==> src/rtl/spi_slave_core.sv <==
// SPI mode-0 responder: oversampled sclk/ss_n/mosi, 32-bit MSB-first frames, one-word tx buffer.
// Optional build macro SPI_SLAVE_MISO_TRISTATE_EN releases miso (1'bz) outside an active frame.
module spi_slave_core #(
  parameter int WIDTH = 32,
  parameter int CNT_W = 5
) (
  input  logic             clk,
  input  logic             reset_n,
  input  logic             sclk,
  input  logic             ss_n,
  input  logic             mosi,
  output logic             miso,
  input  logic [WIDTH-1:0] tx_data,
  input  logic             tx_valid,
  output logic             tx_ready,
  output logic [WIDTH-1:0] rx_data,
  output logic             rx_valid,
  output logic             tx_underrun,
  output logic             frame_error,
  output logic             busy
);

  typedef enum logic {ST_IDLE, ST_ACTIVE} state_t;

  localparam logic [CNT_W-1:0] LAST_BIT = CNT_W'(WIDTH - 1);

  logic             r_sclk_s1, r_sclk_s2, r_sclk_d;
  logic             r_ss_s1, r_ss_s2, r_ss_d;
  logic             r_mosi_s1, r_mosi_s2;
  state_t           r_state, w_state_nxt;
  logic [CNT_W-1:0] r_cnt;
  logic [WIDTH-1:0] r_tx_shift;
  logic [WIDTH-2:0] r_rx_shift;
  logic [WIDTH-1:0] r_tx_buf;
  logic             r_tx_full;

  logic w_sclk_rise, w_sclk_fall, w_ss_rise, w_ss_fall;
  logic w_load, w_tx_shift, w_rx_shift, w_frame_done, w_abort, w_cnt_clr, w_accept;

  always_ff @(posedge clk or negedge reset_n) begin
    if (!reset_n) begin
      r_sclk_s1 <= 1'b0;
      r_sclk_s2 <= 1'b0;
      r_sclk_d  <= 1'b0;
      r_ss_s1   <= 1'b1;
      r_ss_s2   <= 1'b1;
      r_ss_d    <= 1'b1;
      r_mosi_s1 <= 1'b0;
      r_mosi_s2 <= 1'b0;
    end else begin
      r_sclk_s1 <= sclk;
      r_sclk_s2 <= r_sclk_s1;
      r_sclk_d  <= r_sclk_s2;
      r_ss_s1   <= ss_n;
      r_ss_s2   <= r_ss_s1;
      r_ss_d    <= r_ss_s2;
      r_mosi_s1 <= mosi;
      r_mosi_s2 <= r_mosi_s1;
    end
  end

  assign w_sclk_rise = r_sclk_s2 & ~r_sclk_d;
  assign w_sclk_fall = ~r_sclk_s2 & r_sclk_d;
  assign w_ss_rise   = r_ss_s2 & ~r_ss_d;
  assign w_ss_fall   = ~r_ss_s2 & r_ss_d;
  assign w_accept    = tx_valid & ~r_tx_full;

  always_ff @(posedge clk or negedge reset_n) begin
    if (!reset_n) r_state <= ST_IDLE;
    else          r_state <= w_state_nxt;
  end

  // ss_n is checked first so a deselect masks any coincident sclk edge.
  always_comb begin
    w_state_nxt  = r_state;
    w_load       = 1'b0;
    w_tx_shift   = 1'b0;
    w_rx_shift   = 1'b0;
    w_frame_done = 1'b0;
    w_abort      = 1'b0;
    w_cnt_clr    = 1'b0;
    case (r_state)
      ST_IDLE: begin
        if (w_ss_fall) begin
          w_load      = 1'b1;
          w_cnt_clr   = 1'b1;
          w_state_nxt = ST_ACTIVE;
        end
      end
      ST_ACTIVE: begin
        if (w_ss_rise) begin
          w_state_nxt = ST_IDLE;
          w_cnt_clr   = 1'b1;
          w_abort     = (r_cnt != '0);
        end else if (w_sclk_rise) begin
          w_rx_shift   = 1'b1;
          w_frame_done = (r_cnt == LAST_BIT);
        end else if (w_sclk_fall) begin
          // Counter at zero on a falling edge only happens right after a completed word.
          if (r_cnt == '0) w_load = 1'b1;
          else             w_tx_shift = 1'b1;
        end
      end
      default: w_state_nxt = ST_IDLE;
    endcase
  end

  always_ff @(posedge clk or negedge reset_n) begin
    if (!reset_n) begin
      r_cnt       <= '0;
      r_tx_shift  <= '0;
      r_rx_shift  <= '0;
      r_tx_buf    <= '0;
      r_tx_full   <= 1'b0;
      rx_data     <= '0;
      rx_valid    <= 1'b0;
      tx_underrun <= 1'b0;
      frame_error <= 1'b0;
    end else begin
      rx_valid    <= w_frame_done;
      frame_error <= w_abort;
      tx_underrun <= w_load & ~r_tx_full;

      if (w_cnt_clr)       r_cnt <= '0;
      else if (w_rx_shift) r_cnt <= (r_cnt == LAST_BIT) ? '0 : r_cnt + 1'b1;

      if (w_rx_shift) r_rx_shift <= {r_rx_shift[WIDTH-3:0], r_mosi_s2};
      if (w_frame_done) rx_data <= {r_rx_shift, r_mosi_s2};

      if (w_load)          r_tx_shift <= r_tx_full ? r_tx_buf : '0;
      else if (w_tx_shift) r_tx_shift <= {r_tx_shift[WIDTH-2:0], 1'b0};

      // A write landing in a load cycle is kept for the following frame, never bypassed.
      if (w_accept) begin
        r_tx_buf  <= tx_data;
        r_tx_full <= 1'b1;
      end else if (w_load) begin
        r_tx_full <= 1'b0;
      end
    end
  end

  assign tx_ready = ~r_tx_full;
  assign busy     = (r_state == ST_ACTIVE);

`ifdef SPI_SLAVE_MISO_TRISTATE_EN
  assign miso = (r_state == ST_ACTIVE && !r_ss_s2) ? r_tx_shift[WIDTH-1] : 1'bz;
`else
  assign miso = (r_state == ST_ACTIVE) ? r_tx_shift[WIDTH-1] : 1'b0;
`endif

endmodule

==> config.mk <==
export PLATFORM = sky130hd
export DESIGN_NAME = spi_slave_core
export DESIGN_NICKNAME = d
export VERILOG_FILES = /design/src/rtl/spi_slave_core.sv
export SDC_FILE = /design/constraint.sdc
export NUM_CORES = 1
export LEC_CHECK = 0
export CORE_MARGIN = 3
export CORE_UTILIZATION = 39
export DETAILED_ROUTE_END_ITERATION = 8
export HOLD_SLACK_MARGIN = 0.02
export PLACE_DENSITY = 0.69
export SYNTH_ARGS = -nofsm -noshare
export SYNTH_HDL_FRONTEND = slang
export SYNTH_SLANG_ARGS = --single-unit
==> constraint.sdc <==
create_clock -name clk -period 2.94 [get_ports clk]
set_input_delay 0.735 -clock clk [delete_from_list [all_inputs] [get_ports clk]]
set_output_delay 0.735 -clock clk [all_outputs]
set_load 0.1 [all_outputs]
==> impl_metrics.toml <==
[clock_tree]
numCtsBuffers = 17
cts.reportedPaths.clkPinSlew_ns = 0.05
h-tree-depth = 4
clkSinkCount = 145
clk_latency_ns = 0.41
root_buffer = "clkbuf_16"
postCtsSetupRepairBufs = 0
post_cts_resized = 0
postCtsHoldBufs = 0
clockBufferDepth = 2
cts_tree = "built"

[critical_path]
worstPathArrival_ns = 2.62
cp-end-kind = "flop"
crit_path_max_incr_delay_ns = 0.70
path_max_fanout = 15
r2r_start = "r_cnt[0]"
crit_slowest_cell = "nor4b_1"
crit_required_ns = 3.23
worstPathCellList = "inv_1, ha_1, nor4b_1, a21oi_4, buf_4, mux2i_1, mux2_2"
r2r-end = "r_tx_shift[6]"
startpoint_type = "flop"
path_class = "flop to flop"
ff2ff_path_depth = 7
regToRegSetupSlack_ns = 0.61

[final_layout]
seqCellArea_um2 = 3630
final_cell_area_um2 = 7430
n_fill_cell = 1294
multi_input_area_um2 = 2180
final_common_cell = "dfrtp_1"
area_growth_pct = 24.3
mostFrequentLayoutCells = "dfrtp_1 (142), nand2_1 (113), mux2_2 (48), buf_4 (47), mux2i_1 (46)"
fin_nets = 603
layout-drive-gt1-share_pct = 22.6
n_antenna_cell = 0

[power_and_ir_drop]
power.leakage_nw = 3.65
power_density_nw_per_um2 = 805
vdd_drop_max_v = 0.000519

[detailed_routing]
via_count = 3671
vias_per_cell = 4.84
wl_per_cell_um = 14.3
antenna_left = 0
wirelength_um = 10900
dr.first_iter.drc_count = 211
post-route-drc-count = 0
firstDrtPassIters = 4

[status]
status = "finished, final reports clean"

[synthesis]
synth_top_area_share_pct = 59.5
synth_cells = 484
ys_ff_latch = 145
netlist-cell-type-count = 30
ys_top_cells_by_area = "dfrtp_1 (59%), mux2_2 (9.0%), mux2i_1 (7.7%), nand2_1 (7.1%), mux2_1 (6.2%)"
synth_top_cell_by_area = "dfrtp_1"
syn-mean-instance-area_um2 = 12.3
yosysSeqAreaShare_pct = 60.8
yosysWarnings = 0
synth_nets = 525
netlist_area_um2 = 5980

[global_route]
grt_pass1_vias = 3876
antenna_found_initial = 0
grt_usage_pct = 13.9
grt_max_degree = 55
grt_pass1_wl_um = 18500
grt_overflow_total = 0

[floorplanning]
die_area_um2 = 16800
die_w_um = 130
core_area_um2 = 14800
initial_core_util_pct = 40.5
rows = 44
io_pins = 76
fp.dieH_um = 130

[sta]
clock.fmax_mhz = 429
period_share_pct = 79.4
slew_headroom_pct = 41.7
min_period_ns = 2.33
worstMarginPinSlew_ns = 0.862
tns_ns = 0
finalHoldViolations = 0
setup_viol = 0
rsz0062_at_grt = "no"
slew_violations = 0
clock_skew_ns = 0.00452

[placement]
portBuffers = 75
hpwl_um = 7200
placed_area_um2 = 6870
gp_congestion = 0.741

[run]
cap_violations = 0

[hold_path]
worstHoldPathType = "input port to asynchronous set/reset pin"
-- cell usage after synthesis --
library cell    n
dfrtp_1       142
nand2_1       113
mux2_2         48
mux2i_1        46
mux2_1         33
inv_1          21
and2_1         17
clkbuf_1       11
buf_2           9
nor2_1          6
a21oi_1         3
a22o_1          3
buf_1           3
buf_4           3
dfstp_2         3
ha_1            3
o21ai_0         3
a31oi_1         2
and3_1          2
nor2b_1         2
or3_1           2
a21oi_2         1
maj3_1          1
nand3_1         1
nand3b_1        1
nor3_2          1
nor4b_1         1
o2bb2ai_1       1
or4_1           1
or4b_1          1
-- state kept, by name (all words and copies together), names as in the netlist --
name / flops
rx_valid: 1
r_ss_s1: 1
tx_underrun: 1
r_rx_shift: 31
frame_error: 1
r_tx_full: 1
r_ss_d: 1
r_tx_shift: 32
r_tx_buf: 32
r_ss_s2: 1
rx_data: 32
r_mosi_s2: 1
r_sclk_s2: 1
r_sclk_s1: 1
busy: 1
r_cnt: 5
r_mosi_s1: 1
r_sclk_d: 1
-- kinds of logic after synthesis --
kind of cell / synth area share, %
compound gates: 1.44
fa+ha+maj: 0.796
buf+inv: 3.33
flops: 60.8
mux: 23.0
simple gates: 10.7
-- per-stage QoR --
step                      hold WS, ns  power (W)  cells  setup slack [ns]  utilization (%)
after global routing            0.300    0.00631    758             0.530             50.4
after CTS                       0.284    0.00607    758             0.588             50.4
after floorplan                 0.331    0.00361    484             0.243                -
final                           0.276    0.00598    758             0.606             50.4
after detailed placement        0.338    0.00398    727             0.634             46.5
after global placement          0.338    0.00388    727             0.717             46.5
-- worst max-delay path: cells and delay by family (launching register included) --
family | cells | cell delay (ns)
AO/OA/AOI/OAI | 1 | 0.15
AND/OR/NAND/NOR | 1 | 0.70
buffers and inverters | 2 | 0.37
adder cells (fa/ha/maj) | 1 | 0.14
flip-flops | 1 | 0.43
multiplexers | 2 | 0.41
-- layer usage --
layer  part of all wire [%]  up-vias  global-route usage, %
li1                       -     1760                      -
met1                     46     1834                   17.6
met2                     49       68                   22.9
met3                    3.6        9                   3.68
met4                    1.0        0                   5.32
met5                      0        -                      0
-- worst max path at each step --
stage,slack (ns),endpoint,start
2_1_floorplan,0.24,miso,busy
3_3_place_gp,0.72,r_tx_buf[30],tx_valid
3_5_place_dp,0.63,r_tx_shift[6],r_cnt[0]
4_1_cts,0.59,r_tx_shift[6],r_cnt[0]
5_1_grt,0.53,r_tx_shift[27],r_cnt[0]
6_report,0.61,r_tx_shift[6],r_cnt[0]
-- power breakdown --
| group | internal, W | switching [W] |
|---|---|---|
| registers | 0.00247 | 0.000247 |
| logic | 0.000635 | 0.000568 |
| clock network | 0.00131 | 0.000752 |
-- final cells by class --
class,instances,share of cell area (%)
clock buffers,25,6.53
clock inverters,6,1.08
multi-input cells,292,29.3
flip-flops and latches,145,48.9
repair buffers,85,10.0
well taps,184,3.10
inverters,21,1.06
Power figures use the tool's default switching activity.
